<file path="config.mk">
export PLATFORM = sky130hd
export DESIGN_NAME = nv_ram_rwsp_prm
export DESIGN_NICKNAME = d
export VERILOG_FILES = /design/src/rtl/nv_ram_rwsp_prm.sv
export SDC_FILE = /design/constraint.sdc
export NUM_CORES = 2
export LEC_CHECK = 0
export BUFFER_PORTS_ARGS = -buffer_cell sky130_fd_sc_hd__clkbuf_2
export CAP_MARGIN = 10
export CORE_MARGIN = 2
export CORE_UTILIZATION = 56
export DETAILED_ROUTE_END_ITERATION = 6
export PLACE_DENSITY = 0.75
export SKIP_LAST_GASP = 1
export SYNTH_ARGS = -nofsm -noshare
export SYNTH_HDL_FRONTEND = slang
export SYNTH_SLANG_ARGS = --single-unit
</file>
<file path="constraint.sdc">
create_clock -name clk -period 10.8 [get_ports clk]
set_clock_uncertainty 0.2 [all_clocks]
set_input_delay 0.54 -clock clk [delete_from_list [all_inputs] [get_ports clk]]
set_output_delay 0.54 -clock clk [all_outputs]
set_load 0.02 [all_outputs]
</file>
<file path="src/rtl/nv_ram_rwsp_prm.sv">
// nv_ram_rwsp_prm: parametrised single-clock RAM with one write port and one read port.
// The read address and the read data are both registered, giving a read latency of 2.
// Writes are byte-masked. An optional write-first bypass applies on a read/write collision.
// A read-valid tracker drives dout_vld, and an optional sweep clears the array after reset.
//
// Ports:
//   clk            sole clock, rising edge
//   reset_         asynchronous active-low reset
//   ra, re         read address; re captures ra into the read-address register
//   ore            output enable; loads dout from the registered read address
//   dout, dout_vld registered read data and its valid flag
//   wa, we, wmask, di  write address, enable, byte mask and data
//   init_busy      high while the post-reset clear sweep runs (re/we/ore ignored)
//   pwrbus_ram_pd  power-down bus, no functional effect
module nv_ram_rwsp_prm #(
    parameter int unsigned     WIDTH    = 16,
    parameter int unsigned     DEPTH    = 128,
    parameter int unsigned     AW       = 7,
    parameter int unsigned     MW       = WIDTH / 8,
    parameter bit              WR_FIRST = 1'b0,
    parameter bit              INIT_EN  = 1'b1,
    parameter logic [WIDTH-1:0] INIT_VAL = '0
) (
    input  logic             clk,
    input  logic             reset_,
    input  logic [AW-1:0]    ra,
    input  logic             re,
    input  logic             ore,
    output logic [WIDTH-1:0] dout,
    output logic             dout_vld,
    input  logic [AW-1:0]    wa,
    input  logic             we,
    input  logic [MW-1:0]    wmask,
    input  logic [WIDTH-1:0] di,
    output logic             init_busy,
    input  logic [31:0]      pwrbus_ram_pd
);

    localparam int unsigned BYTE_W = 8;
    // One extra bit so DEPTH == 2**AW compares correctly.
    localparam logic [AW:0]   DEPTH_W = (AW+1)'(DEPTH);
    localparam logic [AW-1:0] LAST_IC = AW'(DEPTH - 1);

    typedef enum logic {
        ST_INIT = 1'b0,
        ST_IDLE = 1'b1
    } state_e;

    state_e           state_q, state_d;
    logic [AW-1:0]    ic_q, ic_d;
    logic [AW-1:0]    ra_q, ra_d;
    logic             rd_pend_q, rd_pend_d;
    logic [WIDTH-1:0] dout_q, dout_d;
    logic             dout_vld_q, dout_vld_d;

    logic [WIDTH-1:0] mem [DEPTH];

    logic             mem_we;
    logic [AW-1:0]    mem_wa;
    logic [WIDTH-1:0] mem_wdata;
    logic [WIDTH-1:0] wr_merged;
    logic             wa_ok;
    logic             ra_ok;
    logic             collide;

    logic             unused_pwrbus;
    assign unused_pwrbus = ^pwrbus_ram_pd;

    // Byte-wise merge of new data into an existing word under a mask.
    function automatic logic [WIDTH-1:0] merge_bytes(input logic [WIDTH-1:0] old_w,
                                                     input logic [WIDTH-1:0] new_w,
                                                     input logic [MW-1:0]    mask);
        logic [WIDTH-1:0] res;
        res = old_w;
        for (int k = 0; k < int'(MW); k++) begin
            if (mask[k]) res[k*BYTE_W +: BYTE_W] = new_w[k*BYTE_W +: BYTE_W];
        end
        return res;
    endfunction

    assign wa_ok     = ({1'b0, wa}   < DEPTH_W);
    assign ra_ok     = ({1'b0, ra_q} < DEPTH_W);
    assign wr_merged = merge_bytes(mem[wa], di, wmask);
    assign collide   = we && wa_ok && (wa == ra_q);

    // State, counter and read-side registers.
    always_ff @(posedge clk or negedge reset_) begin
        if (!reset_) begin
            state_q    <= INIT_EN ? ST_INIT : ST_IDLE;
            ic_q       <= '0;
            ra_q       <= '0;
            rd_pend_q  <= 1'b0;
            dout_q     <= '0;
            dout_vld_q <= 1'b0;
        end else begin
            state_q    <= state_d;
            ic_q       <= ic_d;
            ra_q       <= ra_d;
            rd_pend_q  <= rd_pend_d;
            dout_q     <= dout_d;
            dout_vld_q <= dout_vld_d;
        end
    end

    // Next-state, array write port selection and read pipeline.
    always_comb begin
        state_d    = state_q;
        ic_d       = ic_q;
        ra_d       = ra_q;
        rd_pend_d  = rd_pend_q;
        dout_d     = dout_q;
        dout_vld_d = dout_vld_q;
        mem_we     = 1'b0;
        mem_wa     = wa;
        mem_wdata  = wr_merged;

        case (state_q)
            ST_INIT: begin
                mem_we    = 1'b1;
                mem_wa    = ic_q;
                mem_wdata = INIT_VAL;
                if (ic_q == LAST_IC) begin
                    state_d = ST_IDLE;
                end else begin
                    ic_d = ic_q + AW'(1);
                end
            end
            ST_IDLE: begin
                mem_we = we && wa_ok && (|wmask);
                if (ore) begin
                    if (!ra_ok) begin
                        dout_d = '0;
                    end else if (WR_FIRST && collide) begin
                        dout_d = wr_merged;
                    end else begin
                        dout_d = mem[ra_q];
                    end
                    dout_vld_d = rd_pend_q;
                    rd_pend_d  = 1'b0;
                end
                if (re) begin
                    ra_d      = ra;
                    rd_pend_d = 1'b1;
                end
            end
            default: begin
                state_d = ST_IDLE;
            end
        endcase
    end

    // Storage array; not reset.
    always_ff @(posedge clk) begin
        if (mem_we) mem[mem_wa] <= mem_wdata;
    end

    assign dout      = dout_q;
    assign dout_vld  = dout_vld_q;
    assign init_busy = (state_q == ST_INIT);

endmodule

</file>
==> impl.org <==
** Routing
- For this block, the routed nets add up to 309800 um of wire.
- DR vias :: 58.60k
- Via density per instance :: 7.574
- The count of nets left with antenna violations once routing finished came out at 0.
- After detailed routing, the number of remaining DRC violations is 0.
- Per-cell routed wire length :: 40.05 um
- Detailed Route Iter0 Violations :: 9845
- For this run, the detailed router's first-pass iteration total came to 6.

** Final layout
- The top cell types in the final layout, fill and taps aside, are sky130_fd_sc_hd__edfxtp_1 (2048), sky130_fd_sc_hd__mux4_2 (807), sky130_fd_sc_hd__mux2i_1 (529).
- Leaving out fill and tap cells, the most frequent cell in the layout is sky130_fd_sc_hd__edfxtp_1.
- Synthesis-to-finish area growth :: 10.13%
- For this run, the post-layout net count is 5305.
- Fraction of the core area covered by cells at the end of the flow :: 61.97%
- Fraction of final layout cells with drive strength greater than 1 :: 27.52%
- Once layout is done, the placed cells without fillers occupy 107500 sq um.

** Die
- Die Footprint :: 177600 sq um
- DIE HEIGHT :: 421.5 um
- The initial utilization of the core area, before any placement, comes to 56.27%.
- Floorplan row count :: 153
- The floorplan step defined a core boundary enclosing 173400 sq um.
- 87 I/O pins were placed.
- In this run the horizontal extent of the chip is 421.5 um.

** Timing
- Setup repair after global routing left no endpoint under its margin.
- Slack of the critical path :: 4.836 ns
- Final critical-path share of the clock period :: 55.22%
- Setup violations remaining at the end of the flow were counted as 0.
- Final hold analysis gives a worst-case slack of 0.08412 ns.
- Maximum achievable frequency :: 167.7 MHz
- Headroom to the max-slew limit came out at -11.13%.
- Final count of pins violating max slew :: 4
- For the pin with the worst max-slew slack, the measured transition is 1.667 ns.
- Counting I/O delays and the setup requirement, the final critical path takes 5.964 ns.
- Final hold violation count :: 0
- Fin Setup TNS :: 0 ns

** Global routing
- Number of global-route vias before repair :: 57.68k
- First-pass GRT wire length :: 431000 um
- Entering global routing, the biggest net connects 129 pins.
- Initial antenna violation count :: 13
- For this run the aggregate overflow at the end of global routing stands at 0.
- In the global route stage, overall resource usage came out at 34.77%.

** Setup path
- The worst setup path is of the flop to flop kind.
- Setup crit end kind :: flop
- Arrival time of the worst setup path :: 6.43 ns
- Startpoint types :: flop
- Crit-path slowest cell :: sky130_fd_sc_hd__o211ai_1
- Worst Path Max Fanout :: 39
- The number of buffers and inverters on the critical path is 4.
- Data on the critical path is required at its endpoint by 11.27 ns.
- On the worst path, the slowest cell contributes a delay of 1.11 ns.
- Critical Path Most Common Cell :: sky130_fd_sc_hd__buf_4
- The signal on the critical path passes through buf_4, buf_4, buf_4, buf_4, mux4_2, o21ai_0, a21oi_1, o211ai_1, o211ai_1.
- Top cell family by delay on the critical path :: buffers and inverters

** Synth
- Main synth FF type :: sky130_fd_sc_hd__edfxtp_1
- The synthesized netlist contains 72 unique library cells.
- Cell type contributing the most total cell area after synthesis :: sky130_fd_sc_hd__edfxtp_1
- Yosys mapped a number of flops with a built-in enable equal to 2048.
- In the synthesized netlist the async set-or-reset flop fraction comes to 1.586%.
- In the post-synthesis netlist, the biggest area contributors are sky130_fd_sc_hd__edfxtp_1 (63%), sky130_fd_sc_hd__mux4_2 (19%), sky130_fd_sc_hd__mux2i_1 (5.4%).
- After synthesis, flip-flops and latches occupy 63.86% of the total area.
- Summing every instance area after synthesis gives 97600 sq um.
- The share of synthesized area in the top cell type comes to 63.01%.
- During synthesis, Yosys emitted a total of 0 warnings.
- The number of nets handed over by synthesis was 5259.
- Mean instance size in the synthesized netlist :: 18.81 sq um
- Counting every instance in the synthesized netlist gives 5189.
- Counting flops and latches in the post-synthesis netlist gives 2081.

** Clock network
- Total clock buffers created by CTS :: 198
- Clock latency on the worst-skew pair :: 0.87 ns
- Clock tree from TritonCTS :: built
- Buffer type at the clock tree root :: sky130_fd_sc_hd__clkbuf_16
- Maximum number of buffers from clock root to sink :: 3
- After clock tree synthesis, the clock-pin slew on the worst setup and hold paths is 0.06 ns.
- Number of sinks handled by clock tree synthesis :: 2081
- The H-tree was split into 4 levels.
- Number of instances resized during post-cts repair :: 0
- Post-CTS Setup Inserts :: 0

** Flow run
- Reported max-cap violation count :: 1

** Pwr
- Power per standard cell area :: 151.1 nW/um^2
- Lkg Pwr :: 26.63 nW
- IR drop worst, VDD :: 0.1282 mV

** Placed design
- Input and output buffers added on the ports amount to 54.
- Area after DPL :: 100800 sq um
- Final RePlAce weighted congestion :: 1.033
- Half-perimeter wire length after detailed placement :: 180300 um
- OpenSTA, run right after detailed placement, puts the worst setup slack at 4.779 ns.

** Run status
- Failing checks :: capacitance limit, slew limit
- Status :: complete, but fails checks

** Hold path
- Tightest Hold Check Type :: primary input to asynchronous set/reset pin
==> worst register-to-register path, delay by kind of cell (launching register included) <==
kind | cells | cell delay, ns
compound gates | 4 | 1.92
buf+inv | 4 | 2.52
flops | 1 | 0.73
mux | 1 | 0.40
==> state kept, by name, summed over array words and instances (netlist names) <==
register   count
ic_q           7
state_q        1
ra_q           7
dout          16
dout_vld       1
mem         2048
rd_pend_q      1
==> synthesized netlist by cell type (51+ instances only) <==
master and count:
sky130_fd_sc_hd__o21ai_0 151, sky130_fd_sc_hd__o22ai_1 99, sky130_fd_sc_hd__edfxtp_1 2048, sky130_fd_sc_hd__buf_2 136, sky130_fd_sc_hd__nand2_1 128, sky130_fd_sc_hd__a21oi_1 93, sky130_fd_sc_hd__mux4_1 51, sky130_fd_sc_hd__mux4_2 807
sky130_fd_sc_hd__nor2_1 197, sky130_fd_sc_hd__a221oi_1 68, sky130_fd_sc_hd__mux2i_1 529, sky130_fd_sc_hd__a22oi_1 76, sky130_fd_sc_hd__clkbuf_1 134, sky130_fd_sc_hd__o221ai_1 140
==> stage by stage <==
stage,std cells,total power [W]
floorplan,5189,0.009166
global placement,7349,0.009264
detailed placement,7349,0.009265
CTS,7728,0.01623
global route,7732,0.01655
finish,7736,0.01625
==> per-layer routing <==
layer / up-vias / routed length (um) / track usage, %
met4: 6 / 20610 / 19.71
met5: - / 82 / 0.2151
met2: 4903 / 138000 / 51.00
met1: 30260 / 102700 / 45.43
li1: 22490 / - / -
met3: 931 / 48410 / 12.39
==> cell type report <==
class                   instances  area [sq um]
multi-input cells            2698         33650
inverters                      12         53.80
clock buffers                 244          5211
clock inverters               127          1380
fillers                     11870         65950
flip-flops and latches       2081         62340
well taps                    2325          2909
repair buffers                244          1929
diodes                          5         12.51
==> final timing paths <==
check / startpoint / to / slack (ns) / depth (start not counted)
worst max-delay path: ra_q[1] / dout[0] / 4.84 / 9
worst min-delay path: reset_ / ra_q[6] / 0.08 / 3
worst max register to register: ra_q[1] / dout[0] / 4.84 / 9
worst min register to register: dout[2] / dout[2] / 0.32 / 2
max in group asynchronous: reset_ / ra_q[0] / 9.81 / 3
min in group clk: ra[6] / ra_q[6] / 0.25 / 3
==> timing repair <==
item                                   CTS  global route
endpoints found under the hold margin   40             0
hold buffers                             8             0
setup endpoints to repair                0             0
==> where the power goes <==
group	total (W)	leakage (nW)	internal, W	switching, W
registers	0.00873	14.6	0.00873	0
clock network	0.00714	3.22	0.00404	0.00310
logic	0.000376	8.80	0.000126	0.000250
total	0.0162	26.6	0.0129	0.00335
==> cell families after synthesis <==
group	Yosys count	synth area share (%)
flip-flops	2081	63.86
multiplexers	1408	25.66
AO/OA/AOI/OAI	781	5.587
AND/OR/NAND/NOR	503	2.333
buffers and inverters	410	2.501
XOR/XNOR	5	0.04488
adder cells (fa/ha/maj)	1	0.01282
No activity file was read; power rests on OpenSTA's default activity.
